$ cat src/rtl/out_chn_fsm.sv
// rtl/out_chn_fsm.sv - output channel controller: drains a destination FIFO, sends header+payload over valid/ready
// Header length field sets the payload byte count; zero-length headers are dropped and flagged.
module out_chn_fsm #(
  parameter int data_size       = 8,
  parameter int pkt_length_bits = 5,
  parameter int pkt_addr_bits   = data_size - pkt_length_bits,
  parameter int pkt_cnt_bits    = 16
) (
  input  logic                     i_clk,
  input  logic                     i_rstn,
  input  logic                     i_ch_en,
  input  logic                     i_clr_errors,
  input  logic                     i_fifo_empty,
  output logic                     o_fifo_rd_en,
  input  logic [data_size-1:0]     i_fifo_data,
  output logic [data_size-1:0]     o_data_out,
  output logic                     o_valid,
  input  logic                     i_ready,
  output logic                     o_busy,
  output logic                     o_error,
  output logic [pkt_addr_bits-1:0] o_pkt_addr,
  output logic [pkt_cnt_bits-1:0]  o_pkt_cnt
);

  typedef enum logic [2:0] {
    IDLE, RD_HDR, LD_HDR, SEND_HDR, RD_DATA, LD_DATA, SEND_DATA
  } state_t;

  localparam logic [pkt_length_bits-1:0] LEN_ONE = 1;
  localparam logic [pkt_cnt_bits-1:0]    CNT_ONE = 1;

  state_t                     r_state;
  state_t                     w_next;
  logic [data_size-1:0]       r_data_out;
  logic                       r_valid;
  logic                       r_error;
  logic [pkt_addr_bits-1:0]   r_pkt_addr;
  logic [pkt_cnt_bits-1:0]    r_pkt_cnt;
  logic [pkt_length_bits-1:0] r_remaining;

  logic [pkt_length_bits-1:0] w_len;
  logic                       w_xfer;
  logic [pkt_length_bits-1:0] w_rem_next;
  logic                       w_last;
  logic                       w_err_set;

  assign w_len      = i_fifo_data[pkt_length_bits-1:0];
  assign w_xfer     = r_valid && i_ready;
  assign w_rem_next = (r_state == SEND_DATA && w_xfer) ? r_remaining - LEN_ONE : r_remaining;
  assign w_last     = (r_state == SEND_DATA) && w_xfer && (w_rem_next == '0);
  assign w_err_set  = (r_state == LD_HDR) && (w_len == '0);

  assign o_fifo_rd_en = (r_state == RD_HDR) || (r_state == RD_DATA);
  assign o_busy       = (r_state != IDLE);
  assign o_data_out   = r_data_out;
  assign o_valid      = r_valid;
  assign o_error      = r_error;
  assign o_pkt_addr   = r_pkt_addr;
  assign o_pkt_cnt    = r_pkt_cnt;

  always_ff @(posedge i_clk or negedge i_rstn) begin
    if (!i_rstn) r_state <= IDLE;
    else         r_state <= w_next;
  end

  always_comb begin
    w_next = r_state;
    case (r_state)
      IDLE:     if (i_ch_en && !i_fifo_empty) w_next = RD_HDR;
      RD_HDR:   w_next = LD_HDR;
      LD_HDR:   w_next = (w_len != '0) ? SEND_HDR : IDLE;
      // A mid-packet empty FIFO just parks here with o_valid low until data arrives.
      SEND_HDR, SEND_DATA: begin
        if (w_last)                               w_next = IDLE;
        else if ((w_xfer || !r_valid) && !i_fifo_empty) w_next = RD_DATA;
      end
      RD_DATA:  w_next = LD_DATA;
      LD_DATA:  w_next = SEND_DATA;
      default:  w_next = IDLE;
    endcase
  end

  always_ff @(posedge i_clk or negedge i_rstn) begin
    if (!i_rstn) begin
      r_data_out  <= '0;
      r_valid     <= 1'b0;
      r_error     <= 1'b0;
      r_pkt_addr  <= '0;
      r_pkt_cnt   <= '0;
      r_remaining <= '0;
    end else begin
      if (r_state == LD_HDR && w_len != '0) begin
        r_data_out  <= i_fifo_data;
        r_valid     <= 1'b1;
        r_pkt_addr  <= i_fifo_data[data_size-1:pkt_length_bits];
        r_remaining <= w_len;
      end
      if (r_state == LD_DATA) begin
        r_data_out <= i_fifo_data;
        r_valid    <= 1'b1;
      end
      if (w_xfer) begin
        r_valid     <= 1'b0;
        r_remaining <= w_rem_next;
      end
      if (w_last) r_pkt_cnt <= r_pkt_cnt + CNT_ONE;
      if (w_err_set)         r_error <= 1'b1;
      else if (i_clr_errors) r_error <= 1'b0;
    end
  end

endmodule

$ cat config.mk
export PLATFORM = sky130hd
export DESIGN_NAME = out_chn_fsm
export DESIGN_NICKNAME = d
export VERILOG_FILES = /design/src/rtl/out_chn_fsm.sv
export SDC_FILE = /design/constraint.sdc
export NUM_CORES = 1
export LEC_CHECK = 0
export BUFFER_PORTS_ARGS = -buffer_cell sky130_fd_sc_hd__buf_2
export CELL_PAD_IN_SITES_DETAIL_PLACEMENT = 1
export CELL_PAD_IN_SITES_GLOBAL_PLACEMENT = 1
export CORE_MARGIN = 2
export CORE_UTILIZATION = 37
export CTS_CLUSTER_SIZE = 16
export DETAILED_ROUTE_END_ITERATION = 16
export PLACE_DENSITY = 0.8
export SLEW_MARGIN = 20
export SYNTH_ARGS = -nofsm -noshare
export SYNTH_HDL_FRONTEND = slang
export SYNTH_SLANG_ARGS = --single-unit
$ cat constraint.sdc
create_clock -name i_clk -period 1.8 [get_ports i_clk]
set_input_delay 0.09 -clock i_clk [delete_from_list [all_inputs] [get_ports i_clk]]
set_output_delay 0.09 -clock i_clk [all_outputs]
set_load 0.05 [all_outputs]
==> results of run 1 <==
final timing paths:
path                                       to  slack [ns]
max in group asynchronous       o_pkt_cnt[14]        1.10
min in group asynchronous       o_pkt_cnt[11]        0.36
worst min register to register  o_pkt_cnt[15]        0.49
worst min-delay path            o_data_out[6]        0.03
worst max-delay path            o_pkt_cnt[10]         0.1
worst max register to register  o_pkt_cnt[10]         0.1
kinds of logic (layout without fill, tap and decap cells):
| group | count (synthesis) | count (layout) | synth area share [%] |
|---|---|---|---|
| AND/OR/NAND/NOR | 58 | 58 | 19.2 |
| multiplexers | 13 | 13 | 9.39 |
| AO/OA/AOI/OAI | 23 | 23 | 9.66 |
| flip-flops | 37 | 37 | 49.6 |
| XOR/XNOR | 17 | 17 | 7.98 |
| adder cells (fa/ha/maj) | 2 | 2 | 1.34 |
| buffers and inverters | 13 | 80 | 2.82 |
where the power goes:
part           switching [mW]  internal (mW)  total [mW]
Combinational            1.35          0.868        2.22
Clock                   0.294          0.304       0.598
Sequential              0.189           1.07        1.26
cells in the mapped netlist (2+ instances only):
library cell | instances | area [um^2]
a21oi_1 | 3 | 15.0
a32oi_1 | 2 | 17.5
and3_1 | 3 | 18.8
buf_2 | 3 | 15.0
dfrtp_1 | 37 | 926
ha_1 | 2 | 25.0
inv_1 | 10 | 37.5
mux2_2 | 4 | 45.0
mux2_4 | 8 | 120
nand2_1 | 11 | 41.3
nand3_1 | 8 | 40.0
nand4_1 | 4 | 25.0
nor2_1 | 6 | 22.5
nor2b_1 | 2 | 12.5
nor3_1 | 6 | 30.0
nor4_1 | 2 | 12.5
o211ai_1 | 3 | 22.5
o21ai_0 | 2 | 10.0
o21ai_4 | 2 | 32.5
o22ai_1 | 2 | 12.5
xnor2_1 | 7 | 61.3
xor2_1 | 10 | 87.6
layout by cell type, fill, tap and decap left out, types with 2 or more instances in the layout:
cell,Yosys,final
nand4_1,4,4
a21oi_1,3,3
dlygate4sd3_1,0,2
xnor2_1,7,6
o21ai_4,2,2
mux2_4,8,8
buf_4,0,17
nor2b_1,2,2
mux2_2,4,4
buf_2,3,44
dfrtp_1,37,37
o21ai_0,2,2
a32oi_1,2,2
nor2_1,6,6
nand3_1,8,6
nor3_1,6,3
nand2_1,11,11
nor3_2,0,3
xor2_1,10,10
and3_1,3,3
nor4_2,0,2
clkbuf_8,0,6
o211ai_1,3,3
inv_1,10,9
o22ai_1,2,2
nand3_4,0,2
state kept, by name (all words and copies together), names as in the netlist:
name         count
o_data_out       8
o_valid          1
o_pkt_cnt       16
o_pkt_addr       3
r_state          3
r_remaining      5
o_error          1
metal layers:
metal,track usage (%),vias up
li1,-,722
met1,23.7,754
met2,30.3,39
met3,4.55,7
met4,5.16,0
met5,0,-
through the flow:
| step | power (mW) | utilization [%] | setup WS [ns] | cells | hold WS [ns] |
|---|---|---|---|---|---|
| after global placement | 3.29 | 47.4 | 0.0762 | 286 | 0.167 |
| after detailed placement | 3.35 | 47.4 | -0.0474 | 286 | 0.165 |
| after global routing | 4.31 | 51.7 | -0.0138 | 297 | 0.0384 |
| final | 4.08 | 51.7 | 0.0969 | 297 | 0.0332 |
| after floorplan | 2.79 | - | 0.0571 | 163 | -0.206 |
| after CTS | 4.00 | 50.2 | 0.0257 | 297 | 0.0242 |
repair_timing:
item	4_1_cts	5_1_grt
hold endpoints to repair	38	0
setup endpoints to repair	5	11
hold buffers	2	0
pin swaps	0	3
setup buffers	2	0
gates resized for setup	2	12
cell type report:
class | instances | area, um^2 | area share (%)
Clock buffer | 7 | 86.3 | 3.49
Inverter | 10 | 37.5 | 1.52
Multi-Input combinational cell | 113 | 971 | 39.3
Sequential cell | 37 | 926 | 37.4
Tap cell | 67 | 83.8 | 3.39
Timing Repair Buffer | 63 | 368 | 14.9
==> metrics.cfg, run 1 <==
[status]
status=completed

[worst_hold_path]
hold_class=in -> reg
min_from=i_fifo_data[6]
whs_path_depth=2

[global_routing]
track_usage_pct=18.3
antenna_found_initial=0
grt-ovfl-total=0
grt_pass1_vias=1620
grt_max_degree=38
grt_first_pass_wirelength_mm=7.73

[final_layout]
diodes=0
area.growth.synth_to_final_pct=32.5
drive_above_1_share_pct=42.6
final_area_um2=2470
fin_nets=246
n_fill_cell=553

[logic_synthesis]
async_flop_share_pct=100
ys_types=48
avgSynthCellArea_um2=11.4
syn_nets=179
synth-edff-count=0
ys_seq_area_share_pct=49.6
syn_inst=163
ys_ff_latch=37
ys_warn_count=0
synth_ff_type=dfrtp_1
syn_area_um2=1870

[floorplan]
start_util_pct=39.0
rows=25
core_area_um2=4790
ios=45
dieWidth_um=75.0
die_y_um=75.0
die_area_um2=5630

[worst_setup_path]
cp.depth=7
path_buf_inv=2
critical-path-top-delay-family=simple AND/OR/NAND/NOR gates
cp_slowest_cell=dfrtp_1
cp_slowest_stage_delay_ns=0.38
worstRegToRegCells=7
required_ns=2.02
r2r-start=r_remaining[0]
cp_max_fo=3
startpoint=r_remaining[0]
worstPathArrival_ns=1.92
worstPathCellList=inv_2 -> ha_4 -> and4bb_2 -> nand4_1 -> buf_4 -> nor3_2 -> xor2_1
end_kind=flop
crit_type=reg -> reg
startpoint_type=flop

[sta]
worst_slew_pin_slew_ns=0.493
slew_viol_final=0
grt_setup_unrepaired=yes
finalSetupTns_ns=0
fmax_ghz=0.587
fin_crit_ns=1.70
relSlewSlack_pct=66.8
finClkSkew_ns=0.00535
hold_violations=0
finalCritPeriodShare_pct=94.6
setup_viol=0

[cts]
path_clk_slew_ns=0.07
cts-root-buf=clkbuf_8
cts_made_buffers=5
insertion_delay_ns=0.29
cts_buffer_depth=2
cts_sinks=37
cts_max_level=2
cts_tree=yes

[placed_design]
io_buffer_count=44
routabilityCongestion=0.843
hpwl_mm=3.40
placed_area_um2=2270

[route]
wl_per_cell_um=15.5
drt_wl_total_mm=4.62
highest_layer=met4
wl_met1_mm=2.08
drcViolationCount=0
met3WireLength_um=178
via_per_inst=5.12
first_pass_iters=4
ant_nets=0
drt_iter0_drc=32
route.met2.wl_mm=2.30
vias=1522

[power_and_ir_drop]
ir_drop_v=0.00111
p_leak_nw=1.21
power_density_nw_per_um2=1650

[run]
max-cap-violations=0

No activity file was read; power rests on OpenSTA's default activity.
==> run 2, diff against run 1 <==
--- a/config.mk
+++ b/config.mk
@@ -13,6 +13,8 @@
 export CTS_CLUSTER_SIZE = 16
 export DETAILED_ROUTE_END_ITERATION = 16
 export PLACE_DENSITY = 0.8
+export REMOVE_ABC_BUFFERS = 1
+export SETUP_SLACK_MARGIN = 0.5
 export SLEW_MARGIN = 20
 export SYNTH_ARGS = -nofsm -noshare
 export SYNTH_HDL_FRONTEND = slang
==> metrics.cfg, run 2 (synthesis results as in run 1) <==
[worst_setup_path]
worstPathCellList=inv_2 -> ha_4 -> and4bb_2 -> buf_6 -> nand3_4 -> buf_6 -> nor3_2 -> xor2_1
cp_slowest_stage_delay_ns=0.39
required_ns=2.01
crit_type=reg -> reg
cp_max_fo=5
startpoint_type=flop
end_kind=flop
path_buf_inv=3
cp_slowest_cell=dfrtp_1
critical-path-top-delay-family=simple AND/OR/NAND/NOR gates
worstPathArrival_ns=2.01
crit_path_frequent_cell=buf_6

[status]
status=finished, violations left
violations=setup timing

[route]
drcViolationCount=0
ant_nets=0
first_pass_iters=4
drt_wl_total_mm=5.84
wl_per_cell_um=18.8
drt_iter0_drc=32
via_per_inst=5.25
vias=1629

[cts]
cts_made_buffers=5
path_clk_slew_ns=0.07
insertion_delay_ns=0.29
cts-root-buf=clkbuf_8
cts_max_level=2
cts_buffer_depth=2
cts_sinks=37
cts_tree=yes

[sta]
hold_violations=0
whs_ns=0.0491
setup_viol=1
fin_crit_ns=1.80
finalSetupTns_ns=-0.000182
worst_slew_pin_slew_ns=0.826
slew_viol_final=0
grt_setup_unrepaired=yes
finClkSkew_ns=0.00888
finalCritPeriodShare_pct=100
relSlewSlack_pct=44.9
fmax_ghz=0.555
fin_ws_ns=-0.000182

[power_and_ir_drop]
netSwitchingPower_mw=2.15
p_int_mw=2.72
p_total_mw=4.87
p_leak_nw=1.40
switching_share_pct=44.2
power_density_nw_per_um2=1710
pwr-share-comb_pct=60.8
ir_drop_v=0.00112
pwr-share-seq_pct=27.0
clkPwrFrac_pct=12.2

[final_layout]
ff_latch_area_um2=931
largest_reg_flops=16
diodes=0
multi_input_area_um2=1180
area.growth.synth_to_final_pct=52.4
mostFrequentLayoutCells=buf_2, dfrtp_1, buf_4, mux2_4, buf_6
drive_above_1_share_pct=57.6
layout_commonest_cell=buf_2
final_area_um2=2840
n_fill_cell=500
fin_nets=259
utilization_pct=59.4

[run]
max-cap-violations=0

[floorplan]
core_area_um2=4790
ios=45
die_area_um2=5630
rows=25
die_y_um=75.0
start_util_pct=39.0
dieWidth_um=75.0

[global_routing]
grt_pass1_vias=1664
grt_max_degree=38
track_usage_pct=20.8
antenna_found_initial=0
grt-ovfl-total=0
grt_first_pass_wirelength_mm=8.60

[placed_design]
hpwl_mm=3.49
routabilityCongestion=0.782
io_buffer_count=44
placed_area_um2=2230

[worst_hold_path]
hold_class=in -> reg

run 2: worst paths after layout:
kind / end / cells after the start / slack, ns / from
min reg2reg: o_pkt_cnt[15] / 1 / 0.46 / o_pkt_cnt[15]
max reg2reg: o_pkt_cnt[11] / 8 / -0.0002 / r_remaining[0]
max: o_pkt_cnt[11] / 8 / -0.0002 / r_remaining[0]
min: o_data_out[5] / 2 / 0.05 / i_fifo_data[5]
max in group asynchronous: o_valid / 2 / 0.79 / i_rstn
min in group asynchronous: o_pkt_cnt[0] / 2 / 0.44 / i_rstn
run 2: worst register-to-register path: stages, from the launching register on:
cell,delay [ns]
dfrtp_1,0.39
inv_2,0.07
ha_4,0.28
and4bb_2,0.26
buf_6,0.11
nand3_4,0.09
buf_6,0.16
nor3_2,0.20
xor2_1,0.16
run 2: per-stage QoR:
stage	setup slack, ns	instances
6_report	-0.000182	310
3_3_place_gp	0.0874	281
2_1_floorplan	0.0571	160
5_1_grt	-0.0954	310
3_5_place_dp	-0.0778	281
4_1_cts	0.0989	302
run 2: routing by layer:
layer | GRT usage (%) | up-vias | wire length, um
met1 | 25.3 | 827 | 2380
met4 | 6.94 | 0 | 119
met5 | 0 | - | 0
met2 | 36.5 | 46 | 3130
li1 | - | 746 | -
met3 | 4.69 | 10 | 209
run 2: final cells by class:
| cell class | count | area share [%] |
|---|---|---|
| Tap cell | 67 | 2.95 |
| Multi-Input combinational cell | 114 | 41.4 |
| Inverter | 10 | 1.32 |
| Clock buffer | 7 | 3.04 |
| Sequential cell | 37 | 32.7 |
| Timing Repair Buffer | 75 | 18.6 |
run 2: timing repair:
item	in CTS	in global routing
resized for setup	47	32
hold buffers	2	0
hold endpoints to repair	38	0
gates cloned	1	0
setup buffers	11	8
setup endpoints to repair	38	38
pin swaps	21	11
run 2: power groups by stage:
stage	registers [mW]	logic (mW)	clock network (mW)
final	1.31	2.96	0.593
after global routing	1.35	3.12	0.650
after CTS	1.30	2.58	0.602
after global placement	1.27	1.96	0
after detailed placement	1.28	2.03	0
after floorplan	1.80	0.964	0
